<file path="src/rtl/debounce_pkg.sv">
// Shared types and defaults for the button debouncer and its neighbours.
package debounce_pkg;

    typedef enum logic [1:0] {
        STABLE_LOW  = 2'b00,
        WAIT_HIGH   = 2'b01,
        STABLE_HIGH = 2'b11,
        WAIT_LOW    = 2'b10
    } state_t;

    localparam int unsigned DEF_SYNC_STAGES = 2;
    localparam int unsigned DEF_CNT_MAX     = 16;

endpackage

</file>
<file path="src/rtl/btn_debounce_edge_if.sv">
// Button-side bundle: raw level in, debounced level, edge strobes and busy out.
interface btn_debounce_edge_if;

    logic btn_in;
    logic db_out;
    logic rise;
    logic fall;
    logic busy;

    modport master (output btn_in, input db_out, input rise, input fall, input busy);
    modport slave  (input btn_in, output db_out, output rise, output fall, output busy);

endinterface

</file>
<file path="src/rtl/sync_chain.sv">
// N-flop metastability synchronizer with asynchronous active-low clear.
module sync_chain #(
    parameter int unsigned N = 2
) (
    input  logic clk,
    input  logic rst_n,
    input  logic d,
    output logic q
);

    if (N < 2) begin : gen_bad_n
        $error("sync_chain: N must be >= 2");
    end

    logic [N-1:0] chain_q;

    always_ff @(posedge clk or negedge rst_n) begin
        if (!rst_n) begin
            chain_q <= '0;
        end else begin
            chain_q <= {chain_q[N-2:0], d};
        end
    end

    assign q = chain_q[N-1];

endmodule

</file>
<file path="src/rtl/btn_debounce_edge.sv">
// Debounces a raw button into a registered level plus single-cycle rise/fall strobes.
module btn_debounce_edge
    import debounce_pkg::*;
#(
    parameter int unsigned SYNC_STAGES = DEF_SYNC_STAGES,
    parameter int unsigned CNT_MAX     = DEF_CNT_MAX
) (
    input logic                clk,
    input logic                rst_n,
    btn_debounce_edge_if.slave bus
);

    localparam int unsigned     CNT_W    = $clog2(CNT_MAX);
    localparam logic [CNT_W-1:0] CNT_LAST = CNT_W'(CNT_MAX - 1);

    if (SYNC_STAGES < 2) begin : gen_bad_sync
        $error("btn_debounce_edge: SYNC_STAGES must be >= 2");
    end
    if (CNT_MAX < 2) begin : gen_bad_cnt
        $error("btn_debounce_edge: CNT_MAX must be >= 2");
    end

    logic             s;
    state_t           state_q, state_d;
    logic [CNT_W-1:0] cnt_q, cnt_d;
    logic             db_q, db_d;
    logic             rise_q, rise_d;
    logic             fall_q, fall_d;

    sync_chain #(
        .N (SYNC_STAGES)
    ) u_sync (
        .clk   (clk),
        .rst_n (rst_n),
        .d     (bus.btn_in),
        .q     (s)
    );

    always_ff @(posedge clk or negedge rst_n) begin
        if (!rst_n) begin
            state_q <= STABLE_LOW;
            cnt_q   <= '0;
            db_q    <= 1'b0;
            rise_q  <= 1'b0;
            fall_q  <= 1'b0;
        end else begin
            state_q <= state_d;
            cnt_q   <= cnt_d;
            db_q    <= db_d;
            rise_q  <= rise_d;
            fall_q  <= fall_d;
        end
    end

    always_comb begin
        state_d = state_q;
        case (state_q)
            STABLE_LOW:  if (s) state_d = WAIT_HIGH;
            WAIT_HIGH: begin
                if (!s)                    state_d = STABLE_LOW;
                else if (cnt_q == CNT_LAST) state_d = STABLE_HIGH;
            end
            STABLE_HIGH: if (!s) state_d = WAIT_LOW;
            WAIT_LOW: begin
                if (s)                     state_d = STABLE_HIGH;
                else if (cnt_q == CNT_LAST) state_d = STABLE_LOW;
            end
            default:     state_d = STABLE_LOW;
        endcase
    end

    // Any opposite sample while waiting leaves cnt_d at zero, restarting qualification.
    always_comb begin
        cnt_d  = '0;
        db_d   = db_q;
        rise_d = 1'b0;
        fall_d = 1'b0;
        case (state_q)
            WAIT_HIGH: begin
                if (s) begin
                    if (cnt_q == CNT_LAST) begin
                        db_d   = 1'b1;
                        rise_d = 1'b1;
                    end else begin
                        cnt_d = cnt_q + CNT_W'(1);
                    end
                end
            end
            WAIT_LOW: begin
                if (!s) begin
                    if (cnt_q == CNT_LAST) begin
                        db_d   = 1'b0;
                        fall_d = 1'b1;
                    end else begin
                        cnt_d = cnt_q + CNT_W'(1);
                    end
                end
            end
            default: ;
        endcase
    end

    assign bus.db_out = db_q;
    assign bus.rise   = rise_q;
    assign bus.fall   = fall_q;
    assign bus.busy   = (state_q == WAIT_HIGH) || (state_q == WAIT_LOW);

endmodule

</file>
<file path="src/flat_wrapper.sv">
// flat-port wrapper written by rule: the top's interface ports become plain ports
module btn_debounce_edge_flat import debounce_pkg::*;
#(
    parameter int unsigned SYNC_STAGES = DEF_SYNC_STAGES,
    parameter int unsigned CNT_MAX     = DEF_CNT_MAX
)
  (clk, rst_n, bus_btn_in, bus_db_out, bus_rise, bus_fall, bus_busy);
  btn_debounce_edge_if bus_i ();
  input logic clk;
  input logic rst_n;
  input wire logic [$bits(bus_i.btn_in)-1:0] bus_btn_in;
  output wire logic [$bits(bus_i.db_out)-1:0] bus_db_out;
  output wire logic [$bits(bus_i.rise)-1:0] bus_rise;
  output wire logic [$bits(bus_i.fall)-1:0] bus_fall;
  output wire logic [$bits(bus_i.busy)-1:0] bus_busy;
  assign bus_i.btn_in = bus_btn_in;
  assign bus_db_out = bus_i.db_out;
  assign bus_rise = bus_i.rise;
  assign bus_fall = bus_i.fall;
  assign bus_busy = bus_i.busy;
  btn_debounce_edge #(.SYNC_STAGES(SYNC_STAGES), .CNT_MAX(CNT_MAX)) u_core (.clk(clk), .rst_n(rst_n), .bus(bus_i));
endmodule
</file>
<file path="config.mk">
export PLATFORM = sky130hd
export DESIGN_NAME = btn_debounce_edge_flat
export DESIGN_NICKNAME = d
export VERILOG_FILES = /design/src/rtl/debounce_pkg.sv /design/src/rtl/btn_debounce_edge_if.sv /design/src/rtl/sync_chain.sv /design/src/rtl/btn_debounce_edge.sv /design/src/flat_wrapper.sv
export SDC_FILE = /design/constraint.sdc
export NUM_CORES = 1
export LEC_CHECK = 0
export CAP_MARGIN = 20
export CELL_PAD_IN_SITES_DETAIL_PLACEMENT = 0
export CELL_PAD_IN_SITES_GLOBAL_PLACEMENT = 1
export CORE_MARGIN = 2
export CORE_UTILIZATION = 41
export DETAILED_ROUTE_END_ITERATION = 8
export GPL_TIMING_DRIVEN = 0
export MAX_ROUTING_LAYER = met4
export PLACE_DENSITY = 0.82
export SLEW_MARGIN = 40
export SYNTH_ARGS = -nofsm -noshare
export SYNTH_HDL_FRONTEND = slang
export SYNTH_SLANG_ARGS = --single-unit
</file>
<file path="constraint.sdc">
create_clock -name clk -period 1.65 [get_ports clk]
set_input_delay 0.495 -clock clk [delete_from_list [all_inputs] [get_ports clk]]
set_output_delay 0.495 -clock clk [all_outputs]
set_load 0.02 [all_outputs]
</file>
Word-level counts from Yosys, hierarchy flattened
Index checks and enable logic that the tools add are counted.

Add/subtract/negate cells: 1. Eq/ne operators: 12. Mux-type cells: 21. Reductions and logical operators: 5.

Operator list (count): two-way mux 2 bit (6); two-way mux 4 bit (3); two-way mux 1 bit (9); != test 2 bit (second input constant) (4); one-hot mux 2 bit (4 select lines) (1); one-hot mux 4 bit (2 select lines) (1); != test 3 x 2 -> 1 bit (second input constant) (2); AND reduction 5 bit (1); adder 4 x 1 -> 4 bit (second input constant) (1); == test 2 bit (second input constant) (2); == test 4 bit (second input constant) (1); != test 2 x 1 -> 1 bit (second input constant) (2); AND reduction 4 bit (1); == test 2 x 1 -> 1 bit (second input constant) (1); zero test 2 bit (1); one-hot mux 1 bit (2 select lines) (1); nonzero test 2 bit (1); logical OR 1 bit (1).

Bits in registers: 11. Input port bits: 3. Output and inout port bits: 4. Word-level logic and storage cells: 45.

Depth between registers and ports, before layout
Depth in word-level cells: 4. Gate-level depth with buffers: 5. Gate-level depth less buffers: 5.

Modules after synthesis
Synthesis repeated with hierarchy kept, for this count alone.

Cells, all modules: 52. Area, all modules: 599.3 µm².

Modules (own cells, without submodules): btn_debounce_edge (times used 1, cells an instance 50, area each 549.3 µm², seq. area each 225.2 µm²); sync_chain (times used 1, cells an instance 2, area each 50.0 µm², seq. area each 50.0 µm²).

Worst setup path before layout
Ideal clock, no wire load.

Path type: flip-flop to flip-flop. Start point: register u_core.state_q[0]. End point: register u_core.state_q[1]. Setup time: 125 ps. Data arrival time: 1331 ps. Required time: 1525 ps. Path slack: 194 ps. Stages on the path, launching flop included: 6. Path buffers: 0. Period minus slack after synthesis: 1456 ps. Path through: dfrtp_1 > inv_1 > ha_1 > a21oi_1 > nor2_1 > mux2_4.

Longest elaborated chain between the ends: 3. Elaborated cells between the ends (all ways): 10.

Ends and longest elaborated chain: start, declared (line btn_debounce_edge.sv:24) `state_t state_q, state_d;`; start signal, assigned (line btn_debounce_edge.sv:47) `state_q <= state_d;`; == test 2 x 1 -> 1 bit, or another cell as far along (line btn_debounce_edge.sv:57) `case (state_q)`; != test 3 x 2 -> 1 bit (no source line) / != test 2 bit (equally long branches); AND reduction 4 bit (no source line).

Parallel ways exist; a longest one is shown, timed or not. A chain may end at the register's enable or synchronous reset.

Final worst setup path
Start point: register u_core.state_q[0]. End point: output port bus_busy.

Longest elaborated chain between the ends: 2. Elaborated cells between the ends (all ways): 3.

Ends and longest elaborated chain: == test 2 x 1 -> 1 bit / == test 2 bit (equally long branches) (line btn_debounce_edge.sv:106) `assign bus.busy = (state_q == WAIT_HIGH) || (state_q == WAIT_LOW);`; logical OR 1 bit * (line btn_debounce_edge.sv:106); end, declared (line flat_wrapper.sv:15) `output wire logic [$bits(bus_i.busy)-1:0] bus_busy;`.

Mark *: on every way between the ends. The rest lies on a longest branch, timed or not.

==> impl_metrics.yaml <==
final_layout:
  fillers: 108
  seq_area_sq_um: 275
  nNetsFinal: 73
  diodes: 0
  syn2layout_area_growth_pct: 26.2
  multi_input_area_sq_um: 289
  layout_commonest_cell: "dfrtp_1"
  layout-drive-gt1-share_pct: 33.3
  final_cell_mix: "11 x dfrtp_1, 6 x nor2_1, 5 x ha_1, 5 x buf_4, 4 x clkbuf_4"
pwr:
  vdd_ir_drop_max_mv: 0.849
  combinationalPowerShare_pct: 55.7
  switching_share_pct: 35.1
  fin_total_pwr_mw: 1.17
  clkPwrFrac_pct: 15.0
  pwr-share-seq_pct: 29.3
  leakagePower_nw: 0.360
  p_per_area_nw_per_um2: 1590
  switchingPower_mw: 0.410
  p_int_mw: 0.757
grt:
  grt_max_degree: 12
  overflow: 0
  antenna_found_initial: 0
  globalRouteTotalUtil_pct: 15.2
  grt_pass1_vias: 390
  grt_pass1_wl_um: 1830
clock_tree:
  htreeDepth: 1
  cts_root_buf: "clkbuf_4"
  clk_latency_ps: 270
  cts_tree: "yes"
  cts.sinks: 11
  cts_made_buffers: 3
  clockBufferDepth: 2
  clkTransAtPathRegs_ps: 60
floorplanning:
  coreArea_sq_um: 1320
  dieWidth_um: 41.7
  rows: 13
  dieArea_sq_um: 1740
  boundaryPins: 7
  start_util_pct: 44.2
  die_h_um: 41.7
logic_synthesis:
  ys_types: 24
  syn_area_sq_um: 582
  ys_warn_count: 0
  avgSynthCellArea_sq_um: 12.1
  yosysSeqAreaShare_pct: 47.3
  ys_ff_latch: 11
  syn_nets: 57
  synthCells: 48
route:
  wl_um: 947
  wire_per_inst_um: 12.1
  routed_via_density: 5.08
  drtAntennaViolNets: 0
  drc: 0
  drtPass1Iterations: 2
  vias: 396
  drtIter0Drc: 13
timing:
  finalSetupViolCount: 0
  max_freq_ghz: 0.623
  final.setup_skew_ps: 6.01
  fin_crit_sh_pct: 97.3
  report.final.slew_viol_count: 0
  worst_slew_pin_slew_ps: 484
  hold_ws_ps: 356
  relSlewSlack_pct: 67.6
  rsz0062_at_grt: "true"
  fin_crit_ps: 1600
  hold_violations: 0
setup_path:
  reg2regPathDepth: 6
  crit_end: "bus_busy"
  cp.required_ps: 1150
  arrival_ps: 1110
  crit_path_start: "u_core.state_q[0]"
  cp.depth: 3
  ff2ff_setup_slack_ps: 100
  crit_fanout: 4
  start_kind: "flop"
  critPathSlowestCell: "dfrtp_1"
  timing.critical_path.buf_inv: 2
  rr_startpoint: "u_core.state_q[0]"
  r2r_end: "u_core.state_q[1]"
  slowest_delay_ps: 390
  crit_path_end_kind: "output port"
  crit_chain: "inv_2 -> ha_4 -> buf_6"
  critical_path_class: "flop to output port"
  critical-path-top-delay-family: "flip-flops"
job:
  drv_cap: 0
place:
  io_buffers: 6
  dp_hpwl_um: 657
  gp_congestion: 0.763
hold_path:
  hp-class: "flop to flop"
status:
  status: "complete, no violations"
[cells in the mapped netlist]
| master | number | area [sq um] |
|---|---|---|
| dfrtp_1 | 11 | 275 |
| ha_1 | 6 | 75.1 |
| nor2_1 | 6 | 22.5 |
| inv_1 | 3 | 11.3 |
| nand3_1 | 2 | 10.0 |
| nor3_2 | 2 | 20.0 |
| a211oi_1 | 1 | 7.51 |
| a21oi_1 | 1 | 5.00 |
| a31oi_1 | 1 | 6.26 |
| and3_1 | 1 | 6.26 |
| and3_2 | 1 | 7.51 |
| buf_6 | 1 | 11.3 |
| clkbuf_4 | 1 | 7.51 |
| mux2_4 | 1 | 15.0 |
| mux2i_1 | 1 | 10.0 |
| mux2i_4 | 1 | 22.5 |
| nand2b_4 | 1 | 13.8 |
| nor3b_1 | 1 | 7.51 |
| o21ai_0 | 1 | 5.00 |
| o21ai_2 | 1 | 8.76 |
| o31ai_1 | 1 | 7.51 |
| o32ai_1 | 1 | 8.76 |
| xnor2_1 | 1 | 8.76 |
| xor2_1 | 1 | 8.76 |
[power groups by stage]
stage	Sequential (mW)	Clock [mW]	Combinational, mW
finish	0.341	0.175	0.650
CTS	0.340	0.186	0.561
global route	0.348	0.204	0.725
floorplan	0.346	0	0.373
detailed placement	0.354	0	0.479
global placement	0.350	0	0.475
[through the flow]
| step | TNS (ps) | instances | cell area (sq um) | util [%] | setup WS [ps] |
|---|---|---|---|---|---|
| floorplan | 0 | 48 | 582 | - | 194 |
| global placement | -313 | 69 | 661 | 50.1 | -313 |
| detailed placement | -348 | 69 | 661 | 50.1 | -348 |
| CTS | 0 | 75 | 708 | 53.8 | 7.01 |
| global route | -11.1 | 78 | 734 | 55.7 | -11.1 |
| finish | 0 | 78 | 734 | 55.7 | 45.3 |
[routing by layer]
layer,up-vias,global-route usage [%],part of all wire [%]
li1,196,-,-
met1,191,17.7,47
met2,9,21.9,47
met3,0,8.26,6.5
met4,0,5.81,0
met5,-,-,0
[how the worst min path moves through the flow]
stage | from | depth (start not counted) | end
floorplan | rst_n | 0 | u_core.bus.db_out
finish | u_core.u_sync.chain_q[0] | 0 | u_core.u_sync.chain_q[1]
CTS | u_core.u_sync.chain_q[0] | 0 | u_core.u_sync.chain_q[1]
global route | u_core.u_sync.chain_q[0] | 0 | u_core.u_sync.chain_q[1]
global placement | u_core.u_sync.chain_q[0] | 0 | u_core.u_sync.chain_q[1]
detailed placement | u_core.u_sync.chain_q[0] | 0 | u_core.u_sync.chain_q[1]
[area by class of cell]
cell class / count / area share, %
tap: 15 / 2.56
multi-input combinational: 32 / 39.4
sequential: 11 / 37.5
timing repair buffer: 11 / 12.9
buffer: 2 / 2.56
inverter: 3 / 1.53
clock buffer: 4 / 3.58
[logic make-up (layout without fill, tap and decap cells)]
group | Yosys count | count (layout) | synth area share (%)
fa+ha+maj | 6 | 6 | 12.9
compound gates | 7 | 7 | 8.39
mux | 3 | 3 | 8.17
simple gates | 14 | 14 | 15.1
xor+xnor | 2 | 2 | 3.01
buf+inv | 5 | 20 | 5.16
flops | 11 | 11 | 47.3
[flip-flops by register name, summed over array words and instances (netlist names)]
signal                 flops
u_core.bus.db_out          1
u_core.bus.fall            1
u_core.bus.rise            1
u_core.cnt_q               4
u_core.state_q             2
u_core.u_sync.chain_q      2
[what timing repair did]
| item | 4_1_cts | 5_1_grt |
|---|---|---|
| setup buffers | 2 | 3 |
| hold buffers | 0 | 0 |
| setup endpoints to repair | 4 | 1 |
| gates resized for setup | 11 | 1 |
| pin swaps | 1 | 1 |
Note: power is estimated with default switching activity, not from simulation.
